[config.mk]
export PLATFORM = sky130hd
export DESIGN_NAME = hazard_ctrl
export DESIGN_NICKNAME = d
export VERILOG_FILES = /design/src/rtl/pipes_pkg.sv /design/src/rtl/load_use_detect.sv /design/src/rtl/hazard_ctrl.sv
export SDC_FILE = /design/constraint.sdc
export NUM_CORES = 1
export LEC_CHECK = 0
export BUFFER_PORTS_ARGS = -buffer_cell sky130_fd_sc_hd__buf_2
export CELL_PAD_IN_SITES_DETAIL_PLACEMENT = 0
export CELL_PAD_IN_SITES_GLOBAL_PLACEMENT = 2
export CORE_UTILIZATION = 26
export CTS_CLUSTER_SIZE = 25
export DETAILED_ROUTE_END_ITERATION = 10
export GPL_TIMING_DRIVEN = 0
export PLACE_DENSITY_LB_ADDON = 0.1
export SKIP_CTS_REPAIR_TIMING = 1
export SLEW_MARGIN = 0
export SYNTH_ARGS = -nofsm -noshare
export SYNTH_HDL_FRONTEND = slang
export SYNTH_SLANG_ARGS = --single-unit
[constraint.sdc]
create_clock -name clk -period 2.4 [get_ports clk]
set_input_delay 0.48 -clock clk [delete_from_list [all_inputs] [get_ports clk]]
set_output_delay 0.48 -clock clk [all_outputs]
set_load 0.01 [all_outputs]
[src/rtl/pipes_pkg.sv]
// Shared types for the pipeline hazard controller: fetch tracking states
// and the bundle of per-stage stall/flush controls.
package pipes_pkg;

  typedef enum logic [1:0] {
    F_IDLE    = 2'd0,
    F_WAIT    = 2'd1,
    F_DISCARD = 2'd2
  } fetch_state_t;

  typedef struct packed {
    logic stall_f;
    logic stall_d;
    logic stall_e;
    logic stall_m;
    logic flush_d;
    logic flush_e;
    logic flush_w;
  } hazard_t;

  localparam hazard_t HAZ_NONE = '0;

endpackage

[src/rtl/load_use_detect.sv]
// Flags a D-stage instruction that reads the register a load in E is about
// to write; x0 is never a real dependency.
module load_use_detect
  import pipes_pkg::*;
#(
  parameter int REG_W = 5
) (
  input  logic [REG_W-1:0] id_rs1,
  input  logic [REG_W-1:0] id_rs2,
  input  logic             id_use_rs1,
  input  logic             id_use_rs2,
  input  logic [REG_W-1:0] ex_rd,
  input  logic             ex_is_load,
  output logic             lu
);

  logic rs1_hit;
  logic rs2_hit;

  assign rs1_hit = id_use_rs1 & (id_rs1 == ex_rd);
  assign rs2_hit = id_use_rs2 & (id_rs2 == ex_rd);
  assign lu      = ex_is_load & (ex_rd != '0) & (rs1_hit | rs2_hit);

endmodule

[src/rtl/hazard_ctrl.sv]
// Pipeline hazard controller: prioritises dbus wait, E-stage redirects,
// load-use and ibus wait into stall/flush controls, and tracks wrong-path fetches.
module hazard_ctrl
  import pipes_pkg::*;
#(
  parameter int REG_W = 5,
  parameter int CNT_W = 32
) (
  input  logic             clk,
  input  logic             reset,
  input  logic             i_req_valid,
  input  logic             i_data_ok,
  input  logic             d_req_valid,
  input  logic             d_data_ok,
  input  logic [REG_W-1:0] id_rs1,
  input  logic [REG_W-1:0] id_rs2,
  input  logic             id_use_rs1,
  input  logic             id_use_rs2,
  input  logic [REG_W-1:0] ex_rd,
  input  logic             ex_is_load,
  input  logic             ex_redirect,
  output logic             stall_f,
  output logic             stall_d,
  output logic             stall_e,
  output logic             stall_m,
  output logic             flush_d,
  output logic             flush_e,
  output logic             flush_w,
  output logic             redirect_ok,
  output logic             fetch_discard,
  output logic [CNT_W-1:0] stall_cycles
);

  fetch_state_t     state;
  fetch_state_t     state_next;
  hazard_t          hz;
  logic             dstall;
  logic             redir;
  logic             lu;
  logic             istall;
  logic             discard;
  logic [CNT_W-1:0] cnt;

  load_use_detect #(.REG_W(REG_W)) u_lu (
    .id_rs1     (id_rs1),
    .id_rs2     (id_rs2),
    .id_use_rs1 (id_use_rs1),
    .id_use_rs2 (id_use_rs2),
    .ex_rd      (ex_rd),
    .ex_is_load (ex_is_load),
    .lu         (lu)
  );

  // A redirect cannot be taken while the whole pipe is frozen on the dbus.
  assign dstall  = d_req_valid & ~d_data_ok;
  assign redir   = ex_redirect & ~dstall;
  assign istall  = (state == F_IDLE) ? (i_req_valid & ~i_data_ok) : ~i_data_ok;
  assign discard = (state == F_DISCARD) & i_data_ok;

  always_ff @(posedge clk) begin
    if (!reset) state <= F_IDLE;
    else        state <= state_next;
  end

  always_comb begin
    state_next = state;
    case (state)
      F_IDLE: begin
        if (i_req_valid & ~i_data_ok) state_next = redir ? F_DISCARD : F_WAIT;
      end
      F_WAIT: begin
        if (i_data_ok)  state_next = F_IDLE;
        else if (redir) state_next = F_DISCARD;
      end
      F_DISCARD: begin
        if (i_data_ok) state_next = F_IDLE;
      end
      default: state_next = F_IDLE;
    endcase
  end

  // A discarded response also holds F so the redirect target is refetched.
  always_comb begin
    hz            = HAZ_NONE;
    redirect_ok   = 1'b0;
    fetch_discard = 1'b0;
    if (reset) begin
      if (dstall) begin
        hz.stall_f = 1'b1;
        hz.stall_d = 1'b1;
        hz.stall_e = 1'b1;
        hz.stall_m = 1'b1;
        hz.flush_w = 1'b1;
      end else if (redir) begin
        hz.flush_d  = 1'b1;
        hz.flush_e  = 1'b1;
        hz.stall_f  = istall;
        redirect_ok = 1'b1;
      end else if (lu) begin
        hz.stall_f = 1'b1;
        hz.stall_d = 1'b1;
        hz.flush_e = 1'b1;
      end else if (istall) begin
        hz.stall_f = 1'b1;
        hz.flush_d = 1'b1;
      end
      if (discard) hz.stall_f = 1'b1;
      fetch_discard = discard;
    end
  end

  always_ff @(posedge clk) begin
    if (!reset)                         cnt <= '0;
    else if (hz.stall_f && cnt != '1)   cnt <= cnt + CNT_W'(1);
  end

  assign stall_f      = hz.stall_f;
  assign stall_d      = hz.stall_d;
  assign stall_e      = hz.stall_e;
  assign stall_m      = hz.stall_m;
  assign flush_d      = hz.flush_d;
  assign flush_e      = hz.flush_e;
  assign flush_w      = hz.flush_w;
  assign stall_cycles = cnt;

endmodule

==> out/qor.yml, run 1 <==
ys_seq_elements: 34
grt_pass1_vias: 2103
cts_max_path_buffers: 2
tns_ps: -718
routedWlPerCell_um: 16.1
synth-adder-area-share_pct: 0.591
critPathRequiredTime_ps: 1920
wl_met3_um: 319
postRouteAntennaNets: 0
critPathLaunchType: "input pin"
grt_usage_pct: 16.4
numCtsBuffers: 5
path_delay_family: "compound AO/OA/AOI/OAI gates"
synth-xor-area-share_pct: 4.13
violations: "setup timing"
max_slew_margin_pct: 51.0
fillers: 828
clock_latency_ps: 290
drcViolationCount: 0
cts-root-buf: "clkbuf_8"
design_area_sq_um: 3100
coreArea_sq_um: 7810
gp_congestion: 0.718
cpMostUsedCell: "buf_6"
most-common-layout-cells: "buf_2 (63), dfxtp_1 (30), nand2_1 (21)"
num_vias: 2286
dpl-instance-area_sq_um: 2570
first_iter_violations: 105
path_clk_slew_ps: 80
critPathMaxFanout: 5
routed_via_density: 5.24
layout_min_cycle_time_ps: 2710
syn_nets: 279
fin_cells: 436
antenna_found_initial: 0
port_buffers: 65
ys_types: 44
power.density_nw_per_um2: 428
num_antenna_cells: 0
final_common_cell: "buf_2"
maxSlewViolCount: 0
drv_cap: 0
crit_buf_inv: 6
drive_gt1_share_pct: 44.0
leakagePower_uw: 0.00117
hold_violations: 0
drt_first_pass_iters: 4
yosys.area_share.simple_pct: 35.2
synth_top_family_by_area: "simple AND/OR/NAND/NOR gates"
max_freq_mhz: 369
io_pins: 66
status: "complete, but fails checks"
period_share_pct: 113
wl_met2_um: 3340
top_layer: "met4"
critPathSlowestCell: "o41a_1"
fp-row-count: 32
met1Wirelength_um: 3320
dieArea_sq_um: 8510
die_h_um: 92.3
cp-end-kind: "output port"
arrival_ps: 2230
clock-sinks: 34
synth-compound-area-share_pct: 17.5
detailed_place_hpwl_um: 4860
fin_nets: 360
die_w_um: 92.3
syn-cell-area_sq_um: 2120
grt_max_degree: 11
rsz0062_at_grt: "yes"
avgSynthCellArea_sq_um: 8.37
cp_cell_sequence: "buf_6, xor2_2, nor4_2, a32oi_2, o41a_1, buf_6, buf_12, buf_12, clkinv_8, buf_6"
yosysSeqAreaShare_pct: 32.1
drt-total-wl_um: 7020
setup_ws_ps: -310
htreeDepth: 2
setup_violations: 13
syn_inst: 253
dp_slack_ps: -397
grt_pass1_wl_um: 10900
hold_class: "register to register"
fin_skew_ps: 14.7
area_growth_pct: 46.2
ir_drop_mv: 0.174
critPathKind: "input pin to output port"
grt-ovfl-total: 0
place_inst: 420
synthMuxAreaShare_pct: 3.78
synth_warnings: 0
tightest_slew_ps: 735
cts_tree: "done"
slowest_delay_ps: 480
start_util_pct: 27.1
==> where the power goes <==
| group | internal, uW | switching [uW] |
|---|---|---|
| sequential | 567 | 3.81 |
| clock | 333 | 224 |
| combinational | 89.3 | 110 |
==> area by class of cell <==
class | count | area, sq um | share of cell area, %
Buffer | 19 | 146 | 4.73
Inverter | 6 | 35.0 | 1.13
Clock buffer | 6 | 82.6 | 2.67
Clock inverter | 1 | 30.0 | 0.969
Multi-Input combinational cell | 193 | 1560 | 50.4
Sequential cell | 34 | 686 | 22.1
Tap cell | 102 | 128 | 4.12
Timing Repair Buffer | 75 | 429 | 13.9
==> layer usage <==
layer  up-vias  GRT usage (%)
met3         5           2.90
li1       1123              -
met2        61           26.1
met5         -              0
met4         0           3.52
met1      1097           23.0
==> final timing paths <==
| check | cells past startpoint | endpoint | slack [ps] | from |
|---|---|---|---|---|
| worst max-delay path | 10 | stall_f | -310 | id_rs1[1] |
| worst min-delay path | 1 | stall_cycles[5]$_SDFFE_PN0P_ | 480 | stall_cycles[5]$_SDFFE_PN0P_ |
| worst max register to register | 6 | stall_cycles[27]$_SDFFE_PN0P_ | 80 | stall_cycles[8]$_SDFFE_PN0P_ |
| worst min register to register | 1 | stall_cycles[5]$_SDFFE_PN0P_ | 480 | stall_cycles[5]$_SDFFE_PN0P_ |
==> flip-flops by register name, summed over array words and instances (netlist names) <==
name,cells
stall_cycles,32
state,2
==> stage by stage <==
stage / util, % / hold slack (ps) / power (uW)
global placement: 32.9 / 460 / 732
floorplan: - / 440 / 668
detailed placement: 32.9 / 468 / 731
global route: 39.7 / 496 / 1380
finish: 39.7 / 482 / 1330
CTS: 34.4 / 480 / 1290
==> cells by family after synthesis <==
logic type | Yosys count
XOR/XNOR | 10
adder cells (fa/ha/maj) | 1
buffers and inverters | 26
flip-flops | 34
multiplexers | 8
AND/OR/NAND/NOR | 121
AO/OA/AOI/OAI | 53
==> synthesized netlist by cell type (all sizes together) <==
cell type / n / share of area [%]
a2111oi: 1 / 0.41
nand2: 21 / 3.7
or4: 19 / 6.7
inv: 6 / 1.1
a21oi: 19 / 4.5
a31oi: 1 / 0.30
o41a: 1 / 0.53
nand3b: 1 / 0.35
nor2: 7 / 1.2
nand4: 7 / 2.1
and4: 6 / 2.5
nand3: 18 / 4.3
dfxtp: 34 / 32
xnor2: 2 / 0.83
xor2: 8 / 3.3
buf: 10 / 3.8
nand2b: 7 / 2.1
nor4b: 2 / 1.4
o211a: 2 / 0.95
ha: 1 / 0.59
a32oi: 1 / 0.41
mux2i: 8 / 3.8
o31ai: 14 / 5.0
and3: 7 / 2.1
or3: 4 / 1.2
o21a: 2 / 0.71
clkbuf: 10 / 1.8
o31a: 2 / 0.83
or2: 2 / 0.59
o21ai: 5 / 1.2
o311ai: 2 / 0.83
and2: 2 / 0.59
nor3: 7 / 1.7
nor2b: 2 / 0.59
nor3b: 1 / 0.35
nor4: 8 / 3.8
o41ai: 3 / 1.9
==> worst reg2reg max path: cells and delay by family (launching register included) <==
family / cells / cell delay, ps
AOI/OAI and AO/OA: 1 / 120
DFF: 1 / 490
and+or+nand+nor: 5 / 1640
(Power assumes the default switching activity.)
==> run 2, diff against run 1 <==
--- a/config.mk
+++ b/config.mk
@@ -17,4 +17,5 @@
 export SLEW_MARGIN = 0
 export SYNTH_ARGS = -nofsm -noshare
 export SYNTH_HDL_FRONTEND = slang
+export SYNTH_HIERARCHICAL = 1
 export SYNTH_SLANG_ARGS = --single-unit
==> out/qor.yml, run 2 <==
worstSetupEndpoint: "stall_f"
max_slew_margin_pct: 51.8
critPathSlowestCell: "or4_1"
grt_usage_pct: 15.1
power_frac_clock_pct: 42.0
ys_seq_elements: 34
fp-row-count: 32
tns_ps: -58.9
grt_pass1_vias: 1981
most-common-layout-cells: "buf_2 (62), dfxtp_1 (34), nand2_1 (24)"
cts_tree: "done"
drt-total-wl_um: 6450
htreeDepth: 2
ys.flop_type: "dfxtp_1"
syn_nets: 277
cp_cell_sequence: "buf_2, or4_1, o21ai_1, a21oi_2, nand2b_1, o2111ai_4, nand2_4, inv_2, buf_6"
rsz0062_at_grt: "yes"
status: "complete, but fails checks"
maxSlewViolCount: 0
syn_inst: 251
io_pins: 66
first_iter_violations: 72
synth.area.top_cells: "dfxtp_1 (33%), or4_1 (5.7%), a21oi_1 (5.5%)"
slowest_delay_ps: 510
r2r_start: "stall_cycles[0]$_SDFFE_PN0P_"
numCtsBuffers: 5
num_vias: 2224
yosysTopAreaCellShare_pct: 32.5
detailed_place_hpwl_um: 4680
clock-sinks: 34
holdCritStartpoint: "ex_redirect"
switchingPower_uw: 316
switching_share_pct: 24.9
hold_class: "input pin to register"
cts-root-buf: "clkbuf_8"
cp-startpoint: "ex_rd[0]"
setup_ws_ps: -58.9
syn-cell-area_sq_um: 2090
ir_drop_mv: 0.172
tightest_slew_ps: 717
fin_skew_ps: 6.76
coreArea_sq_um: 7770
grt_max_degree: 11
period_share_pct: 102
synth_largest_area_cell: "dfxtp_1"
die_h_um: 91.7
pwr-share-seq_pct: 45.8
grt-ovfl-total: 0
critPathKind: "input pin to output port"
dpl-instance-area_sq_um: 2550
drcViolationCount: 0
critPathMaxFanout: 6
r2r-end: "stall_cycles[0]$_SDFFE_PN0P_"
dp_slack_ps: -592
area_growth_pct: 40.6
regToRegSetupSlack_ps: 120
grt_pass1_wl_um: 10000
internal_power_uw: 954
power.density_nw_per_um2: 431
port_buffers: 64
yosys-top-cells-count: "dfxtp_1 (34), nand2_1 (25), a21oi_1 (23), or4_1 (16), o31ai_1 (15)"
clock_latency_ps: 290
max_freq_mhz: 407
avgSynthCellArea_sq_um: 8.34
ys_types: 41
largest_reg_flops: 32
async_reset_ff_share_pct: 0
path_clk_slew_ps: 70
num_antenna_cells: 0
final_common_cell: "buf_2"
critPathLaunchType: "input pin"
drv_cap: 0
combPwrFrac_pct: 12.1
layout_min_cycle_time_ps: 2460
gp_congestion: 0.717
final_util_pct: 37.9
leakagePower_uw: 0.00112
cts_max_path_buffers: 2
dieArea_sq_um: 8410
yosysSeqAreaShare_pct: 32.5
setup_violations: 1
routed_via_density: 5.11
fin_nets: 358
hold_depth: 2
critPathRequiredTime_ps: 1920
drt_first_pass_iters: 4
antenna_found_initial: 0
yosysMostFrequentCell: "dfxtp_1"
die_w_um: 91.7
postRouteAntennaNets: 0
start_util_pct: 26.9
drive_gt1_share_pct: 39.6
worst_r2r_path_depth: 6
cp-end-kind: "output port"
synth-edff-count: 0
routedWlPerCell_um: 14.8
arrival_ps: 1980
whs_ps: 466
violations: "setup timing"
design_area_sq_um: 2940
hold_violations: 0
synth_warnings: 6
[run 2: cell types whose count changed after synthesis, sizes merged, moves of 3 or more]
cell,before,now
nand2b,7,12
nor2,7,13
nand2,21,26
or4,19,16
a21oi,19,23
clkbuf,10,6
buf,10,7
nor4,8,11
[run 2: per-stage QoR]
stage / total power [uW] / std cells
CTS: 1260 / 425
finish: 1270 / 435
floorplan: 667 / 251
global route: 1340 / 435
detailed placement: 724 / 417
global placement: 724 / 417
[run 2: worst max-delay path: cells and delay by family]
kind | cells | cell delay (ps)
AO/OA/AOI/OAI | 3 | 440
AND/OR/NAND/NOR | 3 | 790
buffers and inverters | 3 | 270
[run 2: cells by family (layout without fill, tap and decap cells)]
| kind of cell | after synthesis | in the layout | synth area share (%) |
|---|---|---|---|
| AO/OA/AOI/OAI | 50 | 50 | 16.1 |
| buffers and inverters | 18 | 100 | 3.88 |
| multiplexers | 9 | 9 | 4.30 |
| adder cells (fa/ha/maj) | 1 | 1 | 0.598 |
| XOR/XNOR | 11 | 11 | 4.60 |
| flip-flops | 34 | 34 | 32.5 |
| AND/OR/NAND/NOR | 128 | 128 | 38.0 |
[run 2: power by group through the flow]
stage / clock [uW] / combinational [uW] / sequential, uW
2_1_floorplan: 0 / 70.5 / 597
3_3_place_gp: 0 / 129 / 595
3_5_place_dp: 0 / 129 / 595
4_1_cts: 549 / 130 / 582
5_1_grt: 582 / 170 / 583
6_report: 534 / 154 / 582
[run 2: layer usage]
layer | vias up | part of all wire [%] | global-route usage (%)
met5 | - | 0 | 0
met4 | 0 | 1.2 | 5.86
met3 | 7 | 4.0 | 3.15
met2 | 61 | 46 | 23.8
met1 | 1037 | 49 | 20.1
li1 | 1119 | - | -
[run 2: layout make-up]
class                   count  area [sq um]
fillers                   858          4820
repair buffers             74           430
flip-flops and latches     34           681
inverters                   5          18.8
clock inverters             1          30.0
clock buffers               7          76.3
well taps                 102           128
plain buffers              13          87.6
multi-input cells         199          1490
[run 2: how the worst min path moves through the flow]
stage,to,slack [ps]
final,state[0]$_SDFFE_PN0P_,470
after floorplan,state[0]$_SDFFE_PN0P_,450
after global placement,state[0]$_SDFFE_PN0P_,480
after CTS,state[0]$_SDFFE_PN0P_,460
after global routing,state[0]$_SDFFE_PN0P_,460
after detailed placement,state[0]$_SDFFE_PN0P_,490
